<file path="src/rtl/axi4_burst_tester.sv">
// AXI4 full master that writes a counting pattern in INCR bursts, reads it back
// and counts mismatches, bad responses and misplaced RLAST beats.
module axi4_burst_tester #(
    parameter int C_M_AXI_ADDR_WIDTH = 32,
    parameter int C_M_AXI_DATA_WIDTH = 32,
    parameter int C_M_AXI_ID_WIDTH   = 1,
    parameter int C_BURST_LEN        = 8,
    parameter int C_NUM_BURSTS       = 4,
    parameter logic [C_M_AXI_ADDR_WIDTH-1:0] C_TARGET_BASE = '0
) (
    input  logic                            ACLK,
    input  logic                            ARESETN,
    input  logic                            start,
    output logic                            busy,
    output logic                            done,
    output logic                            pass,
    output logic [7:0]                      err_cnt,
    output logic [C_M_AXI_ID_WIDTH-1:0]     M_AXI_AWID,
    output logic [C_M_AXI_ADDR_WIDTH-1:0]   M_AXI_AWADDR,
    output logic [7:0]                      M_AXI_AWLEN,
    output logic [2:0]                      M_AXI_AWSIZE,
    output logic [1:0]                      M_AXI_AWBURST,
    output logic                            M_AXI_AWLOCK,
    output logic [3:0]                      M_AXI_AWCACHE,
    output logic [2:0]                      M_AXI_AWPROT,
    output logic [3:0]                      M_AXI_AWQOS,
    output logic                            M_AXI_AWVALID,
    input  logic                            M_AXI_AWREADY,
    output logic [C_M_AXI_DATA_WIDTH-1:0]   M_AXI_WDATA,
    output logic [3:0]                      M_AXI_WSTRB,
    output logic                            M_AXI_WLAST,
    output logic                            M_AXI_WVALID,
    input  logic                            M_AXI_WREADY,
    input  logic [C_M_AXI_ID_WIDTH-1:0]     M_AXI_BID,
    input  logic [1:0]                      M_AXI_BRESP,
    input  logic                            M_AXI_BVALID,
    output logic                            M_AXI_BREADY,
    output logic [C_M_AXI_ID_WIDTH-1:0]     M_AXI_ARID,
    output logic [C_M_AXI_ADDR_WIDTH-1:0]   M_AXI_ARADDR,
    output logic [7:0]                      M_AXI_ARLEN,
    output logic [2:0]                      M_AXI_ARSIZE,
    output logic [1:0]                      M_AXI_ARBURST,
    output logic                            M_AXI_ARLOCK,
    output logic [3:0]                      M_AXI_ARCACHE,
    output logic [2:0]                      M_AXI_ARPROT,
    output logic [3:0]                      M_AXI_ARQOS,
    output logic                            M_AXI_ARVALID,
    input  logic                            M_AXI_ARREADY,
    input  logic [C_M_AXI_ID_WIDTH-1:0]     M_AXI_RID,
    input  logic [C_M_AXI_DATA_WIDTH-1:0]   M_AXI_RDATA,
    input  logic [1:0]                      M_AXI_RRESP,
    input  logic                            M_AXI_RLAST,
    input  logic                            M_AXI_RVALID,
    output logic                            M_AXI_RREADY
);

    localparam int AW = C_M_AXI_ADDR_WIDTH;
    localparam int DW = C_M_AXI_DATA_WIDTH;
    localparam logic [7:0]    LAST_BEAT  = 8'(C_BURST_LEN - 1);
    localparam logic [4:0]    LAST_BURST = 5'(C_NUM_BURSTS - 1);
    localparam logic [DW-1:0] ONE_D      = 1;

    typedef enum logic [2:0] {
        S_IDLE, S_AW, S_W, S_B, S_AR, S_R, S_DONE
    } state_t;

    function automatic logic [AW-1:0] burst_addr(input logic [4:0] b);
        return C_TARGET_BASE + AW'(b) * AW'(C_BURST_LEN * 4);
    endfunction

    // Beat k of burst b carries b*BURST_LEN + k + 1 (wraps at the data width).
    function automatic logic [DW-1:0] beat_data(input logic [4:0] b, input logic [7:0] k);
        return DW'(b) * DW'(C_BURST_LEN) + DW'(k) + ONE_D;
    endfunction

    state_t        state_q, state_d;
    logic [4:0]    burst_q, burst_d;
    logic [7:0]    beat_q, beat_d;
    logic          awvalid_q, awvalid_d;
    logic [AW-1:0] awaddr_q, awaddr_d;
    logic          wvalid_q, wvalid_d;
    logic [DW-1:0] wdata_q, wdata_d;
    logic          wlast_q, wlast_d;
    logic          bready_q, bready_d;
    logic          arvalid_q, arvalid_d;
    logic [AW-1:0] araddr_q, araddr_d;
    logic          rready_q, rready_d;
    logic          busy_q, busy_d;
    logic          done_q, done_d;
    logic          pass_q, pass_d;
    logic [7:0]    err_cnt_q, err_cnt_d;

    logic       aw_hs, w_hs, b_hs, ar_hs, r_hs;
    logic       bresp_bad, rdata_bad, rresp_bad, rlast_bad;
    logic [1:0] r_err_inc, err_inc;
    logic [8:0] err_sum;
    logic [7:0] err_sat;
    logic       unused_ok;

    assign aw_hs = awvalid_q & M_AXI_AWREADY;
    assign w_hs  = wvalid_q  & M_AXI_WREADY;
    assign b_hs  = bready_q  & M_AXI_BVALID;
    assign ar_hs = arvalid_q & M_AXI_ARREADY;
    assign r_hs  = rready_q  & M_AXI_RVALID;

    assign bresp_bad = (M_AXI_BRESP != 2'b00);
    assign rdata_bad = (M_AXI_RDATA != beat_data(burst_q, beat_q));
    assign rresp_bad = (M_AXI_RRESP != 2'b00);
    assign rlast_bad = (M_AXI_RLAST != (beat_q == LAST_BEAT));
    assign r_err_inc = 2'(rdata_bad) + 2'(rresp_bad) + 2'(rlast_bad);

    // B and R handshakes never coincide, so at most one source contributes.
    assign err_inc = (b_hs ? 2'(bresp_bad) : 2'd0) + (r_hs ? r_err_inc : 2'd0);
    assign err_sum = {1'b0, err_cnt_q} + 9'(err_inc);
    assign err_sat = err_sum[8] ? 8'hFF : err_sum[7:0];

    assign unused_ok = ^{M_AXI_BID, M_AXI_RID};

    always_comb begin
        state_d   = state_q;
        burst_d   = burst_q;
        beat_d    = beat_q;
        awvalid_d = awvalid_q;
        awaddr_d  = awaddr_q;
        wvalid_d  = wvalid_q;
        wdata_d   = wdata_q;
        wlast_d   = wlast_q;
        bready_d  = bready_q;
        arvalid_d = arvalid_q;
        araddr_d  = araddr_q;
        rready_d  = rready_q;
        busy_d    = busy_q;
        done_d    = done_q;
        pass_d    = pass_q;
        err_cnt_d = err_cnt_q;

        case (state_q)
            S_IDLE: begin
                if (start) begin
                    state_d   = S_AW;
                    busy_d    = 1'b1;
                    done_d    = 1'b0;
                    pass_d    = 1'b0;
                    err_cnt_d = 8'd0;
                    burst_d   = 5'd0;
                    awvalid_d = 1'b1;
                    awaddr_d  = burst_addr(5'd0);
                end
            end
            S_AW: begin
                if (aw_hs) begin
                    state_d   = S_W;
                    awvalid_d = 1'b0;
                    wvalid_d  = 1'b1;
                    beat_d    = 8'd0;
                    wdata_d   = beat_data(burst_q, 8'd0);
                    wlast_d   = (LAST_BEAT == 8'd0);
                end
            end
            S_W: begin
                if (w_hs) begin
                    if (beat_q == LAST_BEAT) begin
                        state_d  = S_B;
                        wvalid_d = 1'b0;
                        wlast_d  = 1'b0;
                        bready_d = 1'b1;
                    end else begin
                        beat_d  = beat_q + 8'd1;
                        wdata_d = wdata_q + ONE_D;
                        wlast_d = ((beat_q + 8'd1) == LAST_BEAT);
                    end
                end
            end
            S_B: begin
                if (b_hs) begin
                    bready_d  = 1'b0;
                    err_cnt_d = err_sat;
                    if (burst_q != LAST_BURST) begin
                        state_d   = S_AW;
                        burst_d   = burst_q + 5'd1;
                        awvalid_d = 1'b1;
                        awaddr_d  = burst_addr(burst_q + 5'd1);
                    end else begin
                        state_d   = S_AR;
                        burst_d   = 5'd0;
                        arvalid_d = 1'b1;
                        araddr_d  = burst_addr(5'd0);
                    end
                end
            end
            S_AR: begin
                if (ar_hs) begin
                    state_d   = S_R;
                    arvalid_d = 1'b0;
                    rready_d  = 1'b1;
                    beat_d    = 8'd0;
                end
            end
            S_R: begin
                if (r_hs) begin
                    err_cnt_d = err_sat;
                    // The beat count alone ends the burst; RLAST is only checked.
                    if (beat_q == LAST_BEAT) begin
                        rready_d = 1'b0;
                        if (burst_q != LAST_BURST) begin
                            state_d   = S_AR;
                            burst_d   = burst_q + 5'd1;
                            arvalid_d = 1'b1;
                            araddr_d  = burst_addr(burst_q + 5'd1);
                        end else begin
                            state_d = S_DONE;
                            burst_d = 5'd0;
                            busy_d  = 1'b0;
                            done_d  = 1'b1;
                            pass_d  = (err_sat == 8'd0);
                        end
                    end else begin
                        beat_d = beat_q + 8'd1;
                    end
                end
            end
            S_DONE:  state_d = S_IDLE;
            default: state_d = S_IDLE;
        endcase
    end

    always_ff @(posedge ACLK or negedge ARESETN) begin
        if (!ARESETN) begin
            state_q   <= S_IDLE;
            burst_q   <= '0;
            beat_q    <= '0;
            awvalid_q <= 1'b0;
            awaddr_q  <= '0;
            wvalid_q  <= 1'b0;
            wdata_q   <= '0;
            wlast_q   <= 1'b0;
            bready_q  <= 1'b0;
            arvalid_q <= 1'b0;
            araddr_q  <= '0;
            rready_q  <= 1'b0;
            busy_q    <= 1'b0;
            done_q    <= 1'b0;
            pass_q    <= 1'b0;
            err_cnt_q <= '0;
        end else begin
            state_q   <= state_d;
            burst_q   <= burst_d;
            beat_q    <= beat_d;
            awvalid_q <= awvalid_d;
            awaddr_q  <= awaddr_d;
            wvalid_q  <= wvalid_d;
            wdata_q   <= wdata_d;
            wlast_q   <= wlast_d;
            bready_q  <= bready_d;
            arvalid_q <= arvalid_d;
            araddr_q  <= araddr_d;
            rready_q  <= rready_d;
            busy_q    <= busy_d;
            done_q    <= done_d;
            pass_q    <= pass_d;
            err_cnt_q <= err_cnt_d;
        end
    end

    assign busy    = busy_q;
    assign done    = done_q;
    assign pass    = pass_q;
    assign err_cnt = err_cnt_q;

    assign M_AXI_AWID    = '0;
    assign M_AXI_AWADDR  = awaddr_q;
    assign M_AXI_AWLEN   = LAST_BEAT;
    assign M_AXI_AWSIZE  = 3'b010;
    assign M_AXI_AWBURST = 2'b01;
    assign M_AXI_AWLOCK  = 1'b0;
    assign M_AXI_AWCACHE = 4'd0;
    assign M_AXI_AWPROT  = 3'd0;
    assign M_AXI_AWQOS   = 4'd0;
    assign M_AXI_AWVALID = awvalid_q;

    assign M_AXI_WDATA  = wdata_q;
    assign M_AXI_WSTRB  = 4'hF;
    assign M_AXI_WLAST  = wlast_q;
    assign M_AXI_WVALID = wvalid_q;

    assign M_AXI_BREADY = bready_q;

    assign M_AXI_ARID    = '0;
    assign M_AXI_ARADDR  = araddr_q;
    assign M_AXI_ARLEN   = LAST_BEAT;
    assign M_AXI_ARSIZE  = 3'b010;
    assign M_AXI_ARBURST = 2'b01;
    assign M_AXI_ARLOCK  = 1'b0;
    assign M_AXI_ARCACHE = 4'd0;
    assign M_AXI_ARPROT  = 3'd0;
    assign M_AXI_ARQOS   = 4'd0;
    assign M_AXI_ARVALID = arvalid_q;

    assign M_AXI_RREADY = rready_q;

endmodule
</file>
<file path="config.mk">
export PLATFORM = sky130hd
export DESIGN_NAME = axi4_burst_tester
export DESIGN_NICKNAME = d
export VERILOG_FILES = /design/src/rtl/axi4_burst_tester.sv
export SDC_FILE = /design/constraint.sdc
export NUM_CORES = 1
export LEC_CHECK = 0
export CORE_MARGIN = 2
export CORE_UTILIZATION = 45
export DETAILED_ROUTE_END_ITERATION = 16
export PLACE_DENSITY = 0.81
export RECOVER_POWER = 25
export SLEW_MARGIN = 20
export SYNTH_ARGS = -nofsm -noshare
export SYNTH_HDL_FRONTEND = slang
export SYNTH_SLANG_ARGS = --single-unit
export TNS_END_PERCENT = 30
</file>
<file path="constraint.sdc">
create_clock -name ACLK -period 5.96 [get_ports ACLK]
set_input_delay 0.596 -clock ACLK [delete_from_list [all_inputs] [get_ports ACLK]]
set_output_delay 0.596 -clock ACLK [all_outputs]
set_load 0.01 [all_outputs]
</file>
==> results of run 1 <==
flip-flops by register name, indices dropped and copies added (netlist names), 3 cells and up:
name          count
M_AXI_WDATA      32
burst_q           5
err_cnt           8
M_AXI_AWADDR      5
M_AXI_ARADDR      5
state_q           3
beat_q            8
Yosys cell counts, drive strengths merged (8+ instances only):
library cell and number:
or3 10, ha 12, dfrtp 75, a21oi 41, nand4 9, clkbuf 16, nand2 41, and3 11
nor2 38, nor3 17, nor4 12, o21ai 41, nand3 24, o31ai 11, a22o 9, or4 13
inv 11, xor2 9, and2 9, buf 116, o21a 8, xnor2 16
routing by layer:
layer / GRT usage (%) / part of all wire [%] / up-vias
met2: 33.6 / 50 / 200
met4: 6.18 / 1.9 / 0
met3: 4.43 / 5.7 / 29
met1: 26.7 / 43 / 2292
met5: 0 / 0 / -
li1: - / - / 2306
cells by family after synthesis:
logic type      Yosys count
simple gates            223
compound gates          157
mux                       6
buf+inv                 143
other cells               2
xor+xnor                 25
flops                    75
fa+ha+maj                14
worst max-delay path by stage:
stage | from | to | slack (ns)
after global placement | M_AXI_RDATA[8] | pass$_DFFE_PN0P_ | 0.71
after detailed placement | M_AXI_RDATA[8] | pass$_DFFE_PN0P_ | 0.66
after floorplan | burst_q[4]$_DFFE_PN0P_ | pass$_DFFE_PN0P_ | 1.29
final | burst_q[4]$_DFFE_PN0P_ | pass$_DFFE_PN0P_ | 0.75
after CTS | burst_q[4]$_DFFE_PN0P_ | pass$_DFFE_PN0P_ | 0.75
after global routing | burst_q[4]$_DFFE_PN0P_ | pass$_DFFE_PN0P_ | 0.41
final cells by class:
cell class,instances,area (um^2),area share (%)
sequential,75,1880,28.4
inverter,11,41.3,0.626
clock buffer,11,243,3.68
multi-input combinational,535,3130,47.5
timing repair buffer,104,1030,15.6
clock inverter,5,62.6,0.948
tap,168,210,3.19
through the flow:
step           utilization (%)  power, mW  instances
2_1_floorplan                -       1.14        753
3_3_place_gp              52.2       1.33        893
3_5_place_dp              52.2       1.34        893
4_1_cts                   54.7       1.91        909
5_1_grt                   54.7       2.02        909
6_report                  54.7       1.91        909
power by group:
part	switching [mW]	internal, mW
sequential	0.128	0.577
combinational	0.342	0.295
clock	0.228	0.337
total	0.697	1.21
==> results.txt, run 1 <==
P per Cell Area -> 289 mW/mm^2
Slew Limit Fails -> 76
largest cells by area after synthesis -> dfrtp_1 (34%), buf_4 (15%), a21oi_1 (3.7%)
FILL cells -> 1122
Core Rows -> 40
drt first-iter violations -> 410
Initial Util -> 46.2%
R2R depth -> 15
Placeable Area -> 0.0121 mm^2
# DRC -> 0
DR WL/cell -> 14.7 um
commonest non-fill, non-tap cell in the layout -> conb_1
Setup CP Type -> flop to flop
post-synthesis compound-gate area fraction -> 18.1%
minimum clock period -> 5.21 ns
Setup Skew -> 0.00853 ns
Seq/Total Area, Yosys -> 33.7%
dominant cell type by area after synthesis -> dfrtp_1
GPL Wtd Cong -> 0.865
Worst-path clk slew -> 0.06 ns
layout cells sized above 1 -> 4.59%
largest net degree at the start of global routing -> 76
Overall Global Routing Usage -> 20.3%
die area -> 0.0133 mm^2
Slowest cell on crit path -> fa_1
total number of H-tree levels -> 3
Most Frequent Cell on Critical Path -> ha_1
simple logic cell fraction of the synthesized area -> 22.2%
crit share post-route -> 87.5%
initial antenna violation count -> 0
synth warn -> 0
Post-Synth XOR/XNOR Area -> 3.93%
TritonCTS Buffers -> 9
first-pass GRT wire length -> 21.6 mm
setup ws final -> 0.747 ns
vias in the first global route -> 4456
DP Worst Slack -> 0.659 ns
Worst VDD drop -> 0.000142 V
HPWL after detailed placement -> 9.58 mm
TritonCTS Sinks -> 75
CP Max Fanout -> 6
outcome -> complete, but fails checks
Worst Setup End Kind -> flop
leakage -> 2.84 nW
via/cell ratio -> 5.31
Setup Buffers After CTS -> 0
Final setup viols -> 0
flop2flop setup slack -> 0.75 ns
largest family of logic cells by synthesized area -> simple AND/OR/NAND/NOR gates
post-synthesis mux area share -> 1.14%
Final Hold Fails -> 0
I/O pins -> 216
Setup TNS -> 0 ns
ys flop type -> dfrtp_1
logic depth of the worst path, buffers included -> 15
RSZ-0062 raised after global routing -> no
crit path cell chain -> ha_1, nor2b_1, a2111oi_0, nand3_1, nor4_1, nand4_1, fa_1, and3_1, ha_1, ha_1, fa_1, nor2b_1, or4_1, or4_1, o41ai_1
die height -> 115 um
area grow syn2layout -> 18.4%
hold_buf cts -> 0
Hold EP -> M_AXI_AWADDR[8]$_DFFE_PN0P_
Async SR Flop Fraction -> 100%
gate count after technology mapping -> 645
number of synthesized flops with an enable pin -> 0
top cell type's share of synthesized area -> 33.7%
Max Cap Violations -> 1
vias -> 4827
remaining global-route overflow -> 0
Clock Latency Late Sink -> 0.35 ns
Ant. Diodes -> 0
delay-heaviest family, CP -> simple AND/OR/NAND/NOR gates
crit-path max cell delay -> 0.49 ns
post-synthesis cell type count -> 68
Post-Syn Area -> 0.00557 mm^2
Reg2Reg Launch Point -> burst_q[4]$_DFFE_PN0P_
#FFs+latches synth -> 75
Buffers on Ports -> 103
synthesized-area fraction occupied by adder cells -> 3.41%
beginning of the worst hold path -> M_AXI_AWADDR[8]$_DFFE_PN0P_
Slew HR -> -173%
Clock Tree Buf Depth -> 2
CTS tree -> built
final wirelength -> 13.4 mm
worst path required time -> 6.19 ns
worst hold stages -> 1
Worst setup SP type -> flop
Avg Inst Size Synth -> 8.64 um^2
Hold Path Class -> flop to flop
TritonRoute pass-1 iters -> 5
hold slack final -> 0.485 ns
violated checks -> capacitance limit, slew limit
Post-Place Cell Area -> 0.00630 mm^2
Die Wd -> 115 um
Worst Path Buf+Inv -> 0
CP arrival -> 5.44 ns
clock root buffer -> clkbuf_16
f_max -> 192 MHz
worst reg2reg path endpoint -> pass$_DFFE_PN0P_
post-CTS sizing -> 0
worst slew pin tran -> 4.10 ns
most frequent cells in the layout -> conb_1 (110), clkdlybuf4s50_1 (102), dfrtp_1 (75)
Post-Layout Inst Area -> 0.00660 mm^2
Post-DRT Antenna Nets -> 0
Final Net Count -> 797
Note: power is estimated with default switching activity, not from simulation.
==> inputs of run 2 (changes only) <==
Settings changed: CORE_MARGIN 2 to 10, CORE_UTILIZATION 45 to 41, PLACE_DENSITY 0.81 to 0.78.
Clock period 5.96 ns to 4.75 ns, I/O delays scaled along.
==> results.txt, run 2 (synthesis gave the netlist of run 1 again) <==
outcome -> complete, but fails checks (unchanged)
violated checks -> capacitance limit, slew limit (unchanged)
Slew Limit Fails -> 52 (was 76)
GPL Wtd Cong -> 0.873 (was 0.865)
vias in the first global route -> 4597 (was 4456)
Slowest cell on crit path -> or4_1 (was fa_1)
clock root buffer -> clkbuf_16 (unchanged)
crit path cell chain -> ha_4, nor2b_4, a2111oi_4, nand3_1, nor4_2, nand4_1, fa_1, and3_4, ha_4, ha_4, fa_2, or4_1, or4_1, o41ai_2 (was ha_1, nor2b_1, a2111oi_0, nand3_1, nor4_1, nand4_1, fa_1, and3_1, ha_1, ha_1, fa_1, nor2b_1, or4_1, or4_1, o41ai_1)
crit share post-route -> 97.9% (was 87.5%)
Power Total -> 2.50 mW (was 1.91 mW)
Most Frequent Cell on Critical Path -> ha_4 (was ha_1)
CP arrival -> 4.89 ns (was 5.44 ns)
Worst VDD drop -> 0.000203 V (was 0.000142 V)
leakage -> 2.96 nW (was 2.84 nW)
Final Net Count -> 818 (was 797)
Post-Layout Inst Area -> 0.00690 mm^2 (was 0.00660 mm^2)
Overall Global Routing Usage -> 15.7% (was 20.3%)
setup ws final -> 0.0975 ns (was 0.747 ns)
first-pass GRT wire length -> 23.9 mm (was 21.6 mm)
Setup TNS -> 0 ns (unchanged)
TritonRoute pass-1 iters -> 5 (unchanged)
RSZ-0062 raised after global routing -> yes (was no)
HPWL after detailed placement -> 11.8 mm (was 9.58 mm)
Ant. Diodes -> 0 (unchanged)
Slew HR -> -77.6% (was -173%)
Buffers on Ports -> 103 (unchanged)
via/cell ratio -> 5.15 (was 5.31)
commonest non-fill, non-tap cell in the layout -> conb_1 (unchanged)
Worst setup SP type -> flop (unchanged)
max FFs per register -> 32 (unchanged)
Final setup viols -> 0 (unchanged)
remaining global-route overflow -> 0 (unchanged)
Post-DRT Antenna Nets -> 0 (unchanged)
I/O pins -> 216 (unchanged)
minimum clock period -> 4.65 ns (was 5.21 ns)
die area -> 0.0187 mm^2 (was 0.0133 mm^2)
f_max -> 215 MHz (was 192 MHz)
DP Worst Slack -> -0.369 ns (was 0.659 ns)
area grow syn2layout -> 23.8% (was 18.4%)
worst path required time -> 4.98 ns (was 6.19 ns)
Clock Tree Buf Depth -> 2 (unchanged)
Worst-path clk slew -> 0.06 ns (about the same)
# DRC -> 0 (unchanged)
TritonCTS Sinks -> 75 (unchanged)
crit-path max cell delay -> 0.56 ns (was 0.49 ns)
CP Max Fanout -> 3 (was 6)
final wirelength -> 15.4 mm (was 13.4 mm)
total number of H-tree levels -> 3 (unchanged)
Hold Path Class -> primary input to asynchronous set/reset pin (was flop to flop)
largest net degree at the start of global routing -> 52 (was 76)
initial antenna violation count -> 0 (unchanged)
Placeable Area -> 0.0133 mm^2 (was 0.0121 mm^2)
vias -> 4833 (was 4827)
Initial Util -> 41.9% (was 46.2%)
worst slew pin tran -> 2.66 ns (was 4.10 ns)
DR WL/cell -> 16.4 um (was 14.7 um)
most frequent cells in the layout -> conb_1 (110), clkdlybuf4s50_1 (102), dfrtp_1 (75) (unchanged)
Clock Latency Late Sink -> 0.34 ns (was 0.35 ns)
Die Wd -> 137 um (was 115 um)
layout cells sized above 1 -> 8.79% (was 4.59%)
Post-Place Cell Area -> 0.00643 mm^2 (was 0.00630 mm^2)
die height -> 137 um (was 115 um)
Setup CP Type -> flop to flop (unchanged)
CTS tree -> built (unchanged)
Max Cap Violations -> 1 (unchanged)
TritonCTS Buffers -> 9 (unchanged)
Worst Setup End Kind -> flop (unchanged)
P per Cell Area -> 362 mW/mm^2 (was 289 mW/mm^2)
Setup Skew -> 0.00922 ns (was 0.00853 ns)
Final Hold Fails -> 0 (unchanged)
Core Rows -> 42 (was 40)
Non-Filler Instances -> 938 (was 909)
drt first-iter violations -> 374 (was 410)
placed insts -> 918 (was 893)
==> run 2: cell types whose count changed in the layout (fill, tap and decap cells not counted), moves of 2 or more <==
cell	before	now
buf_4	0	21
clkinv_4	2	0
ha_1	12	9
ha_4	0	3
nor2b_1	6	4
nor2b_4	0	2
==> run 2: final timing paths <==
check                                            startpoint                          end  slack, ns  depth (start not counted)
worst max-delay path                  beat_q[7]$_DFFE_PN0P_             pass$_DFFE_PN0P_        0.1                         14
min in group ACLK               M_AXI_AWADDR[5]$_DFFE_PN0P_  M_AXI_AWADDR[5]$_DFFE_PN0P_       0.49                          1
max in group asynchronous                           ARESETN   M_AXI_WDATA[9]$_DFFE_PN0P_       1.11                          2
worst min-delay path                                ARESETN       err_cnt[6]$_DFFE_PN0P_       0.47                          1
worst max register to register        beat_q[7]$_DFFE_PN0P_             pass$_DFFE_PN0P_        0.1                         14
worst min register to register  M_AXI_AWADDR[5]$_DFFE_PN0P_  M_AXI_AWADDR[5]$_DFFE_PN0P_       0.49                          1
==> run 2: routing by layer <==
metal  up-vias  GRT usage (%)  part of all wire [%]
met2       181           26.5                    50
met3        18           4.29                   8.0
met4         0           4.26                   1.2
met5         -              0                     0
li1       2337              -                     -
met1      2297           19.1                    41
==> run 2: final cells by class <==
class / instances / area [um^2]
repair buffers: 125 / 1190
inverters: 11 / 41.3
multi-input cells: 535 / 3240
clock inverters: 5 / 83.8
fillers: 1248 / 6390
flip-flops and latches: 75 / 1880
well taps: 176 / 220
clock buffers: 11 / 253
==> run 2: timing repair <==
item / in CTS / in global routing
resized for setup: 5 / 14
endpoints found under the setup margin: 7 / 7
hold endpoints to repair: 0 / 0
hold buffers: 0 / 0
pin swaps: 3 / 10
setup buffers: 0 / 4
==> run 2: worst max-delay path, delay by kind of cell (launching register included) <==
kind	cells	cell delay (ns)
adder cells (fa/ha/maj)	5	1.57
AND/OR/NAND/NOR	7	1.95
AO/OA/AOI/OAI	2	0.64
flip-flops	1	0.41
==> run 2: stage by stage <==
stage          util [%]  hold slack [ns]
2_1_floorplan         -            0.179
3_5_place_dp       48.4            0.477
5_1_grt            51.9            0.518
3_3_place_gp       48.4            0.474
6_report           51.9            0.475
4_1_cts            51.2            0.159
==> run 2: where the power goes <==
part / switching (mW) / internal (mW) / total [mW]
Combinational: 0.469 / 0.396 / 0.865
Clock: 0.273 / 0.490 / 0.764
Sequential: 0.144 / 0.725 / 0.869
==> inputs of run 3 (changes only) <==
--- a/constraint.sdc
+++ b/constraint.sdc
@@ -3,2 +3,2 @@
 set_output_delay 0.475 -clock ACLK [all_outputs]
-set_load 0.01 [all_outputs]
+set_load 0.02 [all_outputs]
==> results of run 3 <==
The final DEF is identical to that of run 2. Status: complete, but fails checks: capacitance limit, slew limit.
Main changes from that run: total power 2.50 mW -> 2.58 mW
